$ cat config.mk
export PLATFORM = sky130hd
export DESIGN_NAME = sha1_compress
export DESIGN_NICKNAME = d
export VERILOG_FILES = /design/src/rtl/sha1_pkg.sv /design/src/rtl/sha1_wsched.sv /design/src/rtl/sha1_compress.sv
export SDC_FILE = /design/constraint.sdc
export NUM_CORES = 2
export LEC_CHECK = 0
export BUFFER_PORTS_ARGS = -buffer_cell sky130_fd_sc_hd__buf_4
export CORE_MARGIN = 1.5
export CORE_UTILIZATION = 43
export CTS_CLUSTER_DIAMETER = 150
export DETAILED_ROUTE_END_ITERATION = 10
export GPL_TIMING_DRIVEN = 0
export PLACE_DENSITY = 0.63
export SLEW_MARGIN = 20
export SYNTH_ARGS = -nofsm -noshare
export SYNTH_HDL_FRONTEND = slang
export SYNTH_HIERARCHICAL = 1
export SYNTH_SLANG_ARGS = --single-unit
$ cat constraint.sdc
create_clock -name clk -period 15.43 [get_ports clk]
set_input_delay 1.543 -clock clk [delete_from_list [all_inputs] [get_ports clk]]
set_output_delay 1.543 -clock clk [all_outputs]
set_load 0.01 [all_outputs]
$ cat src/rtl/sha1_pkg.sv
// Shared SHA-1 definitions: FSM states, initial hash, round constants, f() and rotates.
package sha1_pkg;

    typedef enum logic [2:0] {
        S_IDLE,
        S_ROUND,
        S_UPDATE,
        S_WAIT,
        S_DONE
    } sha1_state_e;

    localparam logic [159:0] H_INIT = {32'h67452301, 32'hEFCDAB89, 32'h98BADCFE,
                                       32'h10325476, 32'hC3D2E1F0};

    localparam logic [31:0] K_00_19 = 32'h5A827999;
    localparam logic [31:0] K_20_39 = 32'h6ED9EBA1;
    localparam logic [31:0] K_40_59 = 32'h8F1BBCDC;
    localparam logic [31:0] K_60_79 = 32'hCA62C1D6;

    function automatic logic [31:0] rotl1(input logic [31:0] x);
        return {x[30:0], x[31]};
    endfunction

    function automatic logic [31:0] rotl5(input logic [31:0] x);
        return {x[26:0], x[31:27]};
    endfunction

    function automatic logic [31:0] rotl30(input logic [31:0] x);
        return {x[1:0], x[31:2]};
    endfunction

    function automatic logic [31:0] sha1_f(input logic [6:0] t, input logic [31:0] b,
                                           input logic [31:0] c, input logic [31:0] d);
        if (t < 7'd20)      return (b & c) | (~b & d);
        else if (t < 7'd40) return b ^ c ^ d;
        else if (t < 7'd60) return (b & c) | (b & d) | (c & d);
        else                return b ^ c ^ d;
    endfunction

    function automatic logic [31:0] sha1_k(input logic [6:0] t);
        if (t < 7'd20)      return K_00_19;
        else if (t < 7'd40) return K_20_39;
        else if (t < 7'd60) return K_40_59;
        else                return K_60_79;
    endfunction

    function automatic logic [31:0] bswap32(input logic [31:0] x);
        return {x[7:0], x[15:8], x[23:16], x[31:24]};
    endfunction

endpackage

$ cat src/rtl/sha1_wsched.sv
// SHA-1 message schedule: 16-entry circular buffer, W for step t, written back in place.
module sha1_wsched
    import sha1_pkg::*;
(
    input  logic        clk,
    input  logic        reset,
    input  logic        step_en,
    input  logic [6:0]  t,
    input  logic [31:0] data_in,
    output logic [31:0] w
);

    logic [15:0][31:0] wbuf;
    logic [3:0]        i0, i2, i8, i13;

    assign i0  = t[3:0];
    assign i2  = t[3:0] + 4'd2;   // slot of W[t-14]
    assign i8  = t[3:0] + 4'd8;   // slot of W[t-8]
    assign i13 = t[3:0] + 4'd13;  // slot of W[t-3]

    always_comb begin
        w = data_in;
        if (t >= 7'd16)
            w = rotl1(wbuf[i13] ^ wbuf[i8] ^ wbuf[i2] ^ wbuf[i0]);
    end

    always_ff @(posedge clk) begin
        if (reset)
            wbuf <= '0;
        else if (step_en)
            wbuf[i0] <= w;
    end

endmodule

$ cat src/rtl/sha1_compress.sv
// SHA-1 block compression with chaining state and digest hold.
// Define SHA1_HASH_LE_OUT_EN to byte-swap each 32-bit word of hash.
module sha1_compress
    import sha1_pkg::*;
#(
    parameter int LAST_ROUND = 83
) (
    input  logic         clk,
    input  logic         reset,
    input  logic         compute_enable,
    input  logic [7:0]   round,
    input  logic [31:0]  data_in,
    input  logic         finish,
    output logic [159:0] hash,
    output logic         hash_valid,
    output logic         busy
);

    // WAIT must see compute_enable high at least once after UPDATE.
    if (LAST_ROUND < 81) begin : g_last_round_check
        $error("sha1_compress: LAST_ROUND must be at least 81");
    end

    sha1_state_e      st, nxt;
    logic [0:4][31:0] h;
    logic [31:0]      a, b, c, d, e;
    logic [6:0]       cnt;

    logic             step_en, upd_en;
    logic [6:0]       t_val;
    logic [31:0]      sa, sb, sc, sd, se;
    logic [31:0]      w, tmp;

    // Step 0 runs in IDLE straight from H so the block needs no preload cycle.
    assign t_val = (st == S_IDLE) ? 7'd0 : cnt;

    always_comb begin
        {sa, sb, sc, sd, se} = {a, b, c, d, e};
        if (st == S_IDLE)
            {sa, sb, sc, sd, se} = h;
    end

    assign tmp = rotl5(sa) + sha1_f(t_val, sb, sc, sd) + se + sha1_k(t_val) + w;

    sha1_wsched u_wsched (
        .clk     (clk),
        .reset   (reset),
        .step_en (step_en),
        .t       (t_val),
        .data_in (data_in),
        .w       (w)
    );

    always_comb begin
        nxt     = st;
        step_en = 1'b0;
        upd_en  = 1'b0;
        case (st)
            S_IDLE: begin
                if (compute_enable && round == 8'd0) begin
                    step_en = 1'b1;
                    nxt     = S_ROUND;
                end
            end
            S_ROUND: begin
                if (!compute_enable || round != {1'b0, cnt}) begin
                    nxt = S_IDLE;
                end else begin
                    step_en = 1'b1;
                    if (cnt == 7'd79)
                        nxt = S_UPDATE;
                end
            end
            S_UPDATE: begin
                upd_en = 1'b1;
                nxt    = S_WAIT;
            end
            S_WAIT: begin
                if (!compute_enable)
                    nxt = finish ? S_DONE : S_IDLE;
            end
            S_DONE: nxt = S_DONE;
            default: nxt = S_IDLE;
        endcase
    end

    always_ff @(posedge clk) begin
        if (reset) begin
            st  <= S_IDLE;
            h   <= H_INIT;
            a   <= '0;
            b   <= '0;
            c   <= '0;
            d   <= '0;
            e   <= '0;
            cnt <= '0;
        end else begin
            st <= nxt;
            if (step_en) begin
                a   <= tmp;
                b   <= sa;
                c   <= rotl30(sb);
                d   <= sc;
                e   <= sd;
                cnt <= t_val + 7'd1;
            end
            if (upd_en) begin
                h[0] <= h[0] + a;
                h[1] <= h[1] + b;
                h[2] <= h[2] + c;
                h[3] <= h[3] + d;
                h[4] <= h[4] + e;
            end
        end
    end

`ifdef SHA1_HASH_LE_OUT_EN
    assign hash = {bswap32(h[0]), bswap32(h[1]), bswap32(h[2]), bswap32(h[3]), bswap32(h[4])};
`else
    assign hash = h;
`endif

    assign hash_valid = (st == S_DONE);
    assign busy       = (st == S_ROUND) || (st == S_UPDATE);

endmodule
After elaboration in Yosys (flattened, before gate mapping)
Cells that the tools add are included.
- add/subtract/negate cells: 13
- $lt $le $gt $ge: 9
- equal/unequal tests: 9
- multiplexer cells: 34
- bitwise logic cells: 13
- reduce and logical (&&, ||, !) cells: 8
- operators with widths (kind ; number):
    32-bit binary-select mux with 4-bit select ; 4
    512-bit bitwise mux ; 1
    32-bit 2-to-1 mux ; 16
    32-bit adder ; 9
    32-bit XOR ; 5
    32-bit AND ; 4
    32-bit demux with 4-bit select ; 1
    32-bit bitwise OR ; 3
    32-bit inverter ; 1
    31-bit 2-to-1 mux ; 1
    4-bit by 5-bit < comparator with 1-bit output (second input constant) ; 4
    3-bit 2-to-1 mux ; 5
    3-bit case mux with 5 select lines ; 1
    7-bit by 6-bit < comparator with 1-bit output (second input constant) ; 2
    4-bit adder (second input constant) ; 2
    8-bit logical NOT ; 1
    8-bit by 7-bit inequality test with 1-bit output ; 1
    7-bit by 1-bit adder with 7-bit output (second input constant) ; 1
    7-bit == test (second input constant) ; 1
    7-bit by 5-bit greater-or-equal comparator with 1-bit output (second input constant) ; 1
    7-bit by 5-bit < comparator with 1-bit output (second input constant) ; 1
    7-bit 2-to-1 mux ; 1
    3-bit by 2-bit == test with 1-bit output (second input constant) ; 2
    4-bit by 2-bit adder with 4-bit output (second input constant) ; 1
    other kinds (13) ; 17
- bits in registers: 842
- input port bits: 44

Logic depth before layout (Yosys ltp)
- depth in word-level cells: 12
- gate-level depth with buffers: 42
- gate-level depth less buffers: 30

Modules after synthesis
Netlist, hierarchy kept.
- by module, submodules not included (module ; times used ; cells an instance ; area an instance (um^2)):
    sha1_wsched ; 1 ; 3496 ; 35137.4
    sha1_compress ; 1 ; 3144 ; 25609.6

Worst setup path after synthesis
No wires, ideal clock.
- kind: reg-to-reg
- start point: register st[0]
- end point: register a[31]
- setup time: 0.070 ns
- data arrival time: 9.315 ns
- setup slack: 6.044 ns
- cell stages (with the launch flop): 42
- path buffers: 14
- path through: dfxtp_1 -> buf_2 -> or3_1 -> clkbuf_1 -> buf_2 -> buf_2 -> buf_2 -> clkbuf_1 -> and2_1 -> buf_2 -> buf_6 -> buf_6 -> buf_4 -> inv_2 -> buf_2 -> ha_1 -> buf_2 -> clkbuf_1 -> [... 6 more ...] -> fa_1 -> inv_1 -> fa_1 -> inv_1 -> fa_1 -> ha_1 -> fa_1 -> a21o_1 -> a21oi_1 -> o21bai_1 -> a2111oi_2 -> nand3b_1 -> nand3_1 -> a311oi_1 -> o21bai_1 -> xnor2_1 -> nand2_1 -> a21oi_1
- elaborated cells between the ends (all ways): 48
- those cells by class: add/sub (7); order compare (4); eq/ne (1); mux (22); bitwise (13); reduce/logical (1)
- RTL lines (what ; line ; text):
    start: declaration ; sha1_compress.sv:24 ; sha1_state_e st, nxt;
    start signal: assignment ; sha1_compress.sv:98 ; st <= nxt;
    3-bit logical NOT (*) ; sha1_compress.sv:35 ; assign t_val = (st == S_IDLE) ? 7'd0 : cnt;
    7-bit 2-to-1 mux (*) ; sha1_compress.sv:35 ;
    named net t_val[1] ; sha1_compress.sv:30 ; logic [6:0] t_val;
    4-bit adder (on tied branches) ; sha1_wsched.sv:19, sha1_wsched.sv:18 ;
    32-bit binary-select mux with 4-bit select ; sha1_wsched.sv:24 ; w = rotl1(wbuf[i13] ^ wbuf[i8] ^ wbuf[i2] ^ wbuf[i0]);
    32-bit 2-to-1 mux (implied by the code) ; sha1_wsched.sv:24 ;
    32-bit XOR (3 in a row) ; sha1_wsched.sv:24 ;
    32-bit 2-to-1 mux (*) ; sha1_wsched.sv:23 ; if (t >= 7'd16)
    named net w[1] ; sha1_compress.sv:32 ; logic [31:0] w, tmp;
    32-bit adder (*) ; sha1_compress.sv:43 ; assign tmp = rotl5(sa) + sha1_f(t_val, sb, sc, sd) + se + sha1_k(t_val) + w;
    end signal: assignment ; sha1_compress.sv:100 ; a <= tmp;
    end: declaration ; sha1_compress.sv:26 ; logic [31:0] a, b, c, d, e;
The timed path passes the listed nets; every way through them passes the cells marked *. The select of a mux whose other input is x is not followed.
A chain may end at the register's enable or synchronous reset.

Worst setup path in the final report
Same ends and word-level chain as after synthesis.

==> out/qor.txt <==
post_cts resized = 0
crit share post-route = 92.5%
layout cells sized above 1 = 16.5%
initial antenna violation count = 9
CTS Buf Count = 102
vias per cell = 6.57
Syn Std Cell Area = 0.0607 mm2
Residual DRC = 0
reg2reg start = st[0]
Seq pwr share = 32.7%
pwr/cell area = 99.9 mW/mm2
total number of vias = 58600
Pre-antenna DRT Iters = 6
Yosys cell types = 96
HP Start = a[0]
final worst setup slack = 1.16 ns
number of flops mapped to enable cells by yosys = 0
nets = 7321
Routability Congestion = 1.08
core footprint = 0.140 mm2
WHS Path Cells = 2
yosys warns = 6
Hold Fails Final Rpt = 0
Register-to-Register Setup Slack = 1.16 ns
switching pwr = 0.00236 W
Hold Path End = a[0]
# hold bufs at CTS = 0
Worst-Skew Late Latency = 0.78 ns
grt met3 use = 10.8%
root buffer cell = clkbuf_16
Main synth FF type = dfxtp_1
Initial Utilization = 43.4%
Die Span X = 379 um
status = finished, final reports clean
path type of the worst setup path = flop to flop
Seq/Total Area, Yosys = 27.7%
post-synthesis register bit count = 842
DIE HEIGHT = 379 um
WL per Instance = 33.2 um
post-route ant nets = 0
actual slew at the worst max-slew pin = 1.36 ns
clk_skew = 0.0714 ns
die area = 0.144 mm2
Syn-to-layout area delta = 12.5%
reg-to-reg critical path endpoint = a[31]
pre-CTS WS = 1.64 ns
Initial DRC Count = 7973
Bufs and invs on worst path = 17
placed cell count = 8721
Crit-path slowest cell = clkbuf_1
post-synth top area share = 27.7%
Critical Path Start Type = flop
worst min path class = flop to flop
postcts setup bufs = 0
CP dominant cell by count = buf_2
GR peak layer = met2
Post-synth ARST share = 0%
switch share = 34.6%
synth top area cells = dfxtp_1 (28%), mux4_2 (14%), nor2_1 (6.5%)
Cells after Synth = 6640
port buffer count = 204
Critical Path End Type = flop
Slew Viols, Final = 0
Longest Clk Path Bufs = 3
critical path depth in cells = 41
overflow left after global routing = 0
Sinks on Clock Net = 842
slowest stage delay, CP = 0.77 ns
Final TNS setup = 0 ns
Std-Cell Rows = 137
GRT met2 Usage = 59.8%
crit path launch = st[0]
vias in the first global route = 55300
cell taking the most area after synthesis = dfxtp_1
Slew HR = 9.32%
CTS tree = built
largest net degree at the start of global routing = 15
R2R depth = 41
H-tree Lvls = 3
combinational share of power = 28.1%
global-route wire length before repair = 412 mm
final WL = 296 mm
FMAX = 70.1 MHz
met1 Track Usage GR = 49.2%
post-layout util = 48.9%
Total GRT Usage = 40.5%
Max FO, Critical Path = 11
Worst Path Arrival = 14.95 ns
Post-DP HPWL = 236 mm
CP required = 16.11 ns
Clk pwr share = 39.2%
non-filler instance count after layout = 8918
Max Cap Viol = 0
I/O pins = 206
peak supply drop = 0.0000993 V
Final setup viols = 0
P_int = 0.00446 W
leakage power = 26.0 nW
Post-Syn Nets = 7012
Worst-path clk slew = 0.07 ns
RSZ-0062 raised after global routing = no
CP top delay family = buffers and inverters
Final min period = 14.27 ns
Syn Area/Cell = 9.15 um2
## Yosys cell counts, types with 19 or more instances
master and number:
nor2_1 1045, dfxtp_1 842, a21oi_1 663, nand2_1 494, clkbuf_1 400, a211oi_1 386
mux4_2 380, mux2i_1 268, xnor2_1 239, inv_1 227, ha_1 203, fa_1 125
a221oi_1 120, a211oi_2 118, xor2_1 116, o21ai_0 101, a21o_1 93, buf_2 82
nand3_1 59, o22ai_1 53, nor3_1 49, o211ai_1 46, a221oi_2 37, buf_4 33
buf_1 29, o21bai_1 26, xnor2_2 25, o21a_1 23, nor2b_1 22, and2_1 20
mux2_2 20, nand4_1 19
## cell families after synthesis
kind of cell               synth area share, %
adders and majority gates                 8.30
and+or+nand+nor                           12.0
buffers and inverters                     5.47
AOI/OAI and AO/OA                         21.2
muxes                                     19.1
xor gates and xnor gates                  6.26
DFF                                       27.7
## cell usage in the layout (no fill, tap or decap), types with 22 or more instances in the layout
master and instances:
nor2_1 1041, dfxtp_1 842, a21oi_1 662, nand2_1 494
clkbuf_1 395, a211oi_1 386, mux4_2 380, mux2i_1 268
xnor2_1 239, buf_4 237, inv_1 227, ha_1 203
fa_1 125, a221oi_1 120, a211oi_2 118, xor2_1 116
clkbuf_16 104, o21ai_0 100, a21o_1 93, buf_2 83
nand3_1 59, o22ai_1 53, nor3_1 49, o211ai_1 46
a221oi_2 37, buf_1 27, o21bai_1 26, xnor2_2 25
o21a_1 23, nor2b_1 22
## per-stage QoR
step / cell area [um2] / hold slack, ns / total power (W)
floorplan: 60700 / 0.449 / 0.00354
global placement: 64600 / 0.465 / 0.00413
global route: 68300 / 0.499 / 0.00706
finish: 68400 / 0.480 / 0.00683
detailed placement: 64700 / 0.471 / 0.00412
CTS: 68300 / 0.480 / 0.00678
## power by group through the flow
stage / Clock (W) / Combinational [W] / Sequential, W
after floorplan: 0 / 0.00127 / 0.00227
after global placement: 0 / 0.00185 / 0.00228
after detailed placement: 0 / 0.00184 / 0.00228
after global routing: 0.00277 / 0.00206 / 0.00223
final: 0.00268 / 0.00192 / 0.00223
after CTS: 0.00268 / 0.00186 / 0.00223
## worst reg2reg max path, delay by kind of cell (launching register included)
kind	cells	cell delay, ns
mux	2	0.98
xor+xnor	3	0.87
buf+inv	17	6.26
fa+ha+maj	6	2.62
flops	1	0.30
simple gates	5	1.30
compound gates	8	1.93
## cell type report
class / count / area, um2
clock buffer: 133 / 2860
tap: 1876 / 2350
multi-input combinational: 5005 / 40600
buffer: 560 / 2470
sequential: 842 / 16900
antenna: 5 / 12.5
inverter: 233 / 877
fill: 13400 / 71500
timing repair buffer: 205 / 1540
clock inverter: 59 / 803
## registers in the layout, summed over array words and instances, names as in the netlist
| name | count |
|---|---|
| c | 32 |
| cnt | 7 |
| d | 32 |
| b | 32 |
| e | 32 |
| u_wsched/wbuf | 512 |
| a | 32 |
| st | 3 |
| hash | 160 |
## how the worst max path moves through the flow
| stage | end | slack (ns) |
|---|---|---|
| after CTS | a[31] | 1.66 |
| after global routing | a[31] | 0.95 |
| final | a[31] | 1.16 |
| after floorplan | a[31] | 6.04 |
| after global placement | a[31] | 1.25 |
| after detailed placement | a[31] | 1.64 |
## metal layers
layer  routed length [um]  part of all wire, %
met1               109000                   37
met4                29400                  9.9
met5                   53                0.018
met2               125000                   42
met3                33600                   11
Power figures use the tool's default switching activity.
